[config.mk]
export PLATFORM = sky130hd
export DESIGN_NAME = mem_port_arbiter
export DESIGN_NICKNAME = d
export VERILOG_FILES = /design/src/rtl/mem_bus_pkg.sv /design/src/rtl/mem_port_arbiter_rr_pick.sv /design/src/rtl/mem_port_arbiter.sv
export SDC_FILE = /design/constraint.sdc
export NUM_CORES = 1
export LEC_CHECK = 0
export ABC_AREA = 1
export CAP_MARGIN = 20
export CORE_AREA = 2 2 110 112
export CTS_CLUSTER_SIZE = 40
export DETAILED_ROUTE_END_ITERATION = 10
export DIE_AREA = 0 0 112 114
export MAX_ROUTING_LAYER = met4
export PLACE_DENSITY = 0.58
export SYNTH_ARGS = -nofsm -noshare
export SYNTH_HDL_FRONTEND = slang
export SYNTH_SLANG_ARGS = --single-unit
[constraint.sdc]
create_clock -name clk_i -period 1.89 [get_ports clk_i]
set_input_delay 0.567 -clock clk_i [delete_from_list [all_inputs] [get_ports clk_i]]
set_output_delay 0.567 -clock clk_i [all_outputs]
set_load 0.05 [all_outputs]
[src/rtl/mem_bus_pkg.sv]
// Shared bus definitions for the memory-port arbiter: strobe constants,
// default widths, read-response pipeline entry and lock-state encoding.
package mem_bus_pkg;

  localparam int unsigned DEFAULT_ADDR_W = 32;
  localparam int unsigned DEFAULT_DATA_W = 32;

  localparam logic [3:0] WSTRB_BYTE = 4'b0001;
  localparam logic [3:0] WSTRB_HALF = 4'b0011;
  localparam logic [3:0] WSTRB_WORD = 4'b1111;

  // One slot of the read-latency pipeline; id names the requester to answer.
  typedef struct packed {
    logic       valid;
    logic [2:0] id;
  } resp_entry_t;

  typedef enum logic {
    LOCK_UNLOCKED = 1'b0,
    LOCK_LOCKED   = 1'b1
  } lock_state_e;

endpackage

[src/rtl/mem_port_arbiter_rr_pick.sv]
// Combinational round-robin picker: first set bit of elig at or above ptr,
// wrapping to index 0; returns one-hot winner, its index and an any flag.
module rr_pick #(
  parameter int unsigned N     = 2,
  parameter int unsigned IDX_W = 1
) (
  input  logic [N-1:0]     elig,
  input  logic [IDX_W-1:0] ptr,
  output logic [N-1:0]     win,
  output logic [IDX_W-1:0] idx,
  output logic             any
);

  always_comb begin
    win = '0;
    idx = '0;
    any = 1'b0;
    // First pass covers ptr..N-1, second pass wraps over 0..ptr-1.
    for (int unsigned i = 0; i < N; i++) begin
      if (!any && elig[i] && (i >= 32'(ptr))) begin
        any    = 1'b1;
        win[i] = 1'b1;
        idx    = IDX_W'(i);
      end
    end
    for (int unsigned i = 0; i < N; i++) begin
      if (!any && elig[i] && (i < 32'(ptr))) begin
        any    = 1'b1;
        win[i] = 1'b1;
        idx    = IDX_W'(i);
      end
    end
  end

endmodule

[src/rtl/mem_port_arbiter.sv]
// Round-robin arbiter sharing one synchronous single-port memory between
// N_REQ requesters, routing read responses back by id. Optional bus lock: ARB_LOCK_EN.
module mem_port_arbiter
  import mem_bus_pkg::*;
#(
  parameter int unsigned N_REQ      = 2,
  parameter int unsigned ADDR_W     = DEFAULT_ADDR_W,
  parameter int unsigned DATA_W     = DEFAULT_DATA_W,
  parameter int unsigned RD_LATENCY = 1
) (
  input  logic                      clk_i,
  input  logic                      rst_ni,
  input  logic [N_REQ-1:0]          req_i,
  input  logic [N_REQ-1:0]          req_we_i,
  input  logic [N_REQ*ADDR_W-1:0]   req_addr_i,
  input  logic [N_REQ*DATA_W/8-1:0] req_wstrb_i,
  input  logic [N_REQ*DATA_W-1:0]   req_wdata_i,
  input  logic [N_REQ-1:0]          lock_i,
  output logic [N_REQ-1:0]          gnt_o,
  output logic [N_REQ-1:0]          rvalid_o,
  output logic [DATA_W-1:0]         rdata_o,
  input  logic                      mem_ready_i,
  output logic                      mem_en_o,
  output logic                      mem_we_o,
  output logic [ADDR_W-1:0]         mem_addr_o,
  output logic [DATA_W/8-1:0]       mem_wstrb_o,
  output logic [DATA_W-1:0]         mem_wdata_o,
  input  logic [DATA_W-1:0]         mem_rdata_i
);

  localparam int unsigned IDX_W  = (N_REQ > 1) ? $clog2(N_REQ) : 1;
  localparam int unsigned STRB_W = DATA_W / 8;

  logic [IDX_W-1:0] ptr_q, ptr_d;
  logic [N_REQ-1:0] elig;
  logic [N_REQ-1:0] win_oh;
  logic [IDX_W-1:0] win_idx;
  logic             win_any;
  logic             xfer;
  logic             locked;

  resp_entry_t      pipe_q [RD_LATENCY];

`ifdef ARB_LOCK_EN
  lock_state_e      lock_q, lock_d;
  logic [IDX_W-1:0] owner_q, owner_d;
  logic [N_REQ-1:0] owner_mask;
  logic             win_lock;

  assign locked   = (lock_q == LOCK_LOCKED);
  assign win_lock = |(lock_i & win_oh);

  always_comb begin
    owner_mask = '0;
    for (int unsigned n = 0; n < N_REQ; n++) begin
      owner_mask[n] = (owner_q == IDX_W'(n));
    end
  end

  assign elig = locked ? (req_i & owner_mask) : req_i;

  always_ff @(posedge clk_i or negedge rst_ni) begin
    if (!rst_ni) begin
      lock_q  <= LOCK_UNLOCKED;
      owner_q <= '0;
    end else begin
      lock_q  <= lock_d;
      owner_q <= owner_d;
    end
  end

  // While locked only the owner is eligible, so any transfer is the owner's.
  always_comb begin
    lock_d  = lock_q;
    owner_d = owner_q;
    case (lock_q)
      LOCK_UNLOCKED: begin
        if (xfer && win_lock) begin
          lock_d  = LOCK_LOCKED;
          owner_d = win_idx;
        end
      end
      LOCK_LOCKED: begin
        if (xfer && !win_lock) begin
          lock_d = LOCK_UNLOCKED;
        end
      end
      default: lock_d = LOCK_UNLOCKED;
    endcase
  end
`else
  logic unused_lock;

  assign unused_lock = ^lock_i;
  assign locked      = 1'b0;
  assign elig        = req_i;
`endif

  rr_pick #(
    .N     (N_REQ),
    .IDX_W (IDX_W)
  ) u_rr_pick (
    .elig (elig),
    .ptr  (ptr_q),
    .win  (win_oh),
    .idx  (win_idx),
    .any  (win_any)
  );

  assign xfer     = win_any & mem_ready_i;
  assign gnt_o    = win_oh & {N_REQ{xfer & rst_ni}};
  assign mem_en_o = xfer & rst_ni;

  always_comb begin
    mem_we_o    = 1'b0;
    mem_addr_o  = '0;
    mem_wstrb_o = '0;
    mem_wdata_o = '0;
    for (int unsigned n = 0; n < N_REQ; n++) begin
      if (win_oh[n]) begin
        mem_we_o    = req_we_i[n];
        mem_addr_o  = req_addr_i[n*ADDR_W +: ADDR_W];
        mem_wstrb_o = req_wstrb_i[n*STRB_W +: STRB_W];
        mem_wdata_o = req_wdata_i[n*DATA_W +: DATA_W];
      end
    end
  end

  always_comb begin
    ptr_d = ptr_q;
    if (xfer && !locked) begin
      ptr_d = (win_idx == IDX_W'(N_REQ - 1)) ? '0 : win_idx + 1'b1;
    end
  end

  always_ff @(posedge clk_i or negedge rst_ni) begin
    if (!rst_ni) begin
      ptr_q <= '0;
    end else begin
      ptr_q <= ptr_d;
    end
  end

  always_ff @(posedge clk_i or negedge rst_ni) begin
    if (!rst_ni) begin
      for (int unsigned k = 0; k < RD_LATENCY; k++) begin
        pipe_q[k] <= '0;
      end
    end else begin
      pipe_q[0].valid <= xfer & ~mem_we_o;
      pipe_q[0].id    <= 3'(win_idx);
      for (int unsigned k = 1; k < RD_LATENCY; k++) begin
        pipe_q[k] <= pipe_q[k-1];
      end
    end
  end

  always_comb begin
    rvalid_o = '0;
    for (int unsigned n = 0; n < N_REQ; n++) begin
      rvalid_o[n] = rst_ni & pipe_q[RD_LATENCY-1].valid &
                    (pipe_q[RD_LATENCY-1].id == 3'(n));
    end
  end

  assign rdata_o = mem_rdata_i;

endmodule

==> flow_summary_export.csv <==
group,metric,value,unit
clocking,cts-root-buf,"clkbuf_16",
timing,setup_viol,69,
place,dp_hpwl,6.25,mm
clocking,cts_buffers,3,
yosys,synth_adder_area_share,0,%
floorplan,die-area,12800,um^2
yosys,synth_seq_area_share,5.91,%
yosys,synth_fp_nets,455,
yosys,yosys_register_bits,3,
routing,num_vias,2490,
timing,slew_violations,0,
critical_path,rr_endpoint,"ptr_q",
yosys,syn_avg_cell_area,4.57,um^2
critical_path,r2r_slack,0.74,ns
power_and_ir_drop,swShare,44.2,%
routing,vias_per_cell,3.97,
timing,min_period,2.17,ns
timing,fin_crit_sh,115,%
place,numPortBuffers,216,
timing,holdWs,0.449,ns
flow_run,maxCapViolCount,0,
yosys,yosys.cell_types.count,11,
power_and_ir_drop,power-per-cell-area,510,nW/um^2
clocking,h-tree-depth,1,
critical_path,cp.required,1.32,ns
yosys,syn_area,1270,um^2
cells_and_area,drive_above_1_share,48.1,%
yosys,synth_compound_area_share,1.77,%
floorplan,start_util,10.8,%
floorplan,core,11700,um^2
critical_path,critPathArrivalTime,1.60,ns
yosys,synth-warning-count,0,
cells_and_area,n_antenna_cell,0,
routing,drt_iter0_markers,85,
power_and_ir_drop,seqPwrFrac,2.9,%
routing,wl_met3,684,um
grt,grt_pass1_vias,2635,
place,routabilityCongestion,0.808,
grt,antenna_found_initial,0,
floorplan,fp.dieW,112,um
timing,hold_violations,0,
power_and_ir_drop,power.clock.fraction,12.4,%
routing,drc,0,
hold_path,hold_path.class,"in -> async",
power_and_ir_drop,pwr-share-comb,84.7,%
routing,wl_met2,5.63,mm
critical_path,cp-start-kind,"input pin",
power_and_ir_drop,p_int,1510,uW
floorplan,io_pins,283,
routing,finalWirelength,9.49,mm
routing,antenna_left,0,
grt,grt_usage,13.6,%
grt,grt_pass1_wl,13.4,mm
critical_path,r2r_start,"ptr_q",
grt,grt-ovfl-total,0,
floorplan,die_y,114,um
routing,dr.pass1.iters,4,
timing,finalWorstSetupSlack,-0.281,ns
power_and_ir_drop,power,2710,uW
critical_path,cp_slowest_cell,"a21oi_4",
critical_path,critPathMaxFanout,10,
cells_and_area,synthToLayoutAreaGrowth,318,%
critical_path,cp_common_cell,"buf_6",
cells_and_area,fin_cells,627,
place,placed_cells,605,
timing,relSlewSlack,88.0,%
yosys,synth-simple-area-share,65.2,%
timing,setup_tns,-16.24,ns
power_and_ir_drop,power.switching,1200,uW
timing,fmax,0.461,GHz
cells_and_area,finalNetCount,658,
yosys,synthCells,278,
clocking,worstSkewPairLatency,0.22,ns
yosys,synth_xor_area_share,0,%
critical_path,path_class,"in -> out",
power_and_ir_drop,leakagePower,0.00243,uW
timing,tightestPinTransition,0.179,ns
critical_path,rr_worst_depth,5,
clocking,cts.clk_slew.worst_paths,0.03,ns
timing,clock_skew,0.000115,ns
critical_path,cp_cell_sequence,"buf_6 > buf_6 > a21oi_4 > buf_6 > buf_12 > nand2_1 > nand2_2 > buf_12",
clocking,cts_tree,"yes",
critical_path,crit_path_end_kind,"output port",
yosys,synth_top_family_by_area,"simple AND/OR/NAND/NOR gates",
clocking,clkSinkCount,3,
floorplan,rows,40,
power_and_ir_drop,ir_drop,227,uV
grt,grt_max_degree,39,
clocking,clockBufferDepth,2,
critical_path,max_stage_delay,0.19,ns
routing,wl_per_cell,15.1,um
routing,m1WireLength,3.04,mm
routing,routed.top_layer,"met4",
yosys,muxShareOfSynthArea,0,%
status,status,"complete, but fails checks",
timing,rsz0062_at_grt,"yes",
status,violations,"negative setup slack",
==> power by group through the flow <==
stage | clock, uW | sequential (uW) | combinational (uW)
finish | 336 | 77.8 | 2300
global placement | 0 | 76.8 | 1980
detailed placement | 0 | 77.2 | 1990
CTS | 340 | 77.2 | 2260
floorplan | 0 | 75.7 | 1060
global route | 350 | 79.4 | 2390
==> worst max-delay path: cells and delay by family <==
kind | cells | cell delay, ns
AOI/OAI and AO/OA | 1 | 0.19
buffers and inverters | 5 | 0.66
and+or+nand+nor | 2 | 0.18
==> metal layers <==
metal  vias up  global-route usage [%]
met5         -                       -
met4         0                    4.63
met3        18                    2.44
met2       154                    28.0
met1      1118                    12.5
li1       1200                       -
==> layout by cell type (no fill, tap or decap), types with 5 or more instances in the layout <==
cell type,instances
nand2_1,99
clkdlybuf4s50_1,136
buf_12,82
nand2_2,38
nand2_4,74
buf_4,6
buf_6,6
clkbuf_16,5
buf_16,7
==> stage by stage <==
stage | util (%) | area [um^2] | worst slack, ns
finish | 45.4 | 5310 | -0.281
global route | 45.4 | 5310 | -0.329
global placement | 38.1 | 4460 | -0.628
floorplan | - | 1550 | -0.0181
detailed placement | 38.1 | 4460 | -0.644
CTS | 44.0 | 5160 | -0.284
==> how the worst max path moves through the flow <==
stage,end,start,cells after the start
2_1_floorplan,gnt_o[1],req_i[1],5
3_3_place_gp,mem_addr_o[26],req_i[0],7
3_5_place_dp,mem_addr_o[18],req_i[0],7
4_1_cts,mem_addr_o[4],req_i[1],9
5_1_grt,mem_wdata_o[30],req_i[1],8
6_report,mem_addr_o[3],req_i[1],8
==> flip-flops by register name (all words and copies together) (netlist names) <==
signal	cells
pipe_q	2
ptr_q	1
==> what timing repair did <==
item	in CTS	in global routing
hold buffers	0	0
endpoints found under the setup margin	74	72
setup buffers	8	2
gates resized for setup	98	42
gates cloned	9	4
pin swaps	26	9
==> kinds of logic (layout without fill, tap and decap cells) <==
group                  Yosys count  in the layout
AO/OA/AOI/OAI                    3              3
buffers and inverters           53            255
flip-flops                       3              3
AND/OR/NAND/NOR                219            219
==> cell usage after synthesis <==
| cell type | n | area, um^2 |
|---|---|---|
| o21ai_0 | 1 | 5.00 |
| inv_1 | 6 | 22.5 |
| dfrtp_1 | 3 | 75.1 |
| buf_4 | 35 | 263 |
| a21oi_2 | 2 | 17.5 |
| nor2_1 | 4 | 15.0 |
| nand2_1 | 211 | 792 |
| inv_2 | 1 | 3.75 |
| nand3_1 | 3 | 15.0 |
| buf_2 | 11 | 55.1 |
| nand4_1 | 1 | 6.26 |
==> final cells by class <==
| class | count | area [um^2] |
|---|---|---|
| Sequential cell | 3 | 76.3 |
| Multi-Input combinational cell | 222 | 1530 |
| Fill cell | 1129 | 6400 |
| Timing Repair Buffer | 244 | 3410 |
| Tap cell | 147 | 184 |
| Inverter | 7 | 31.3 |
| Clock buffer | 4 | 78.8 |
No activity file was read; power rests on OpenSTA's default activity.
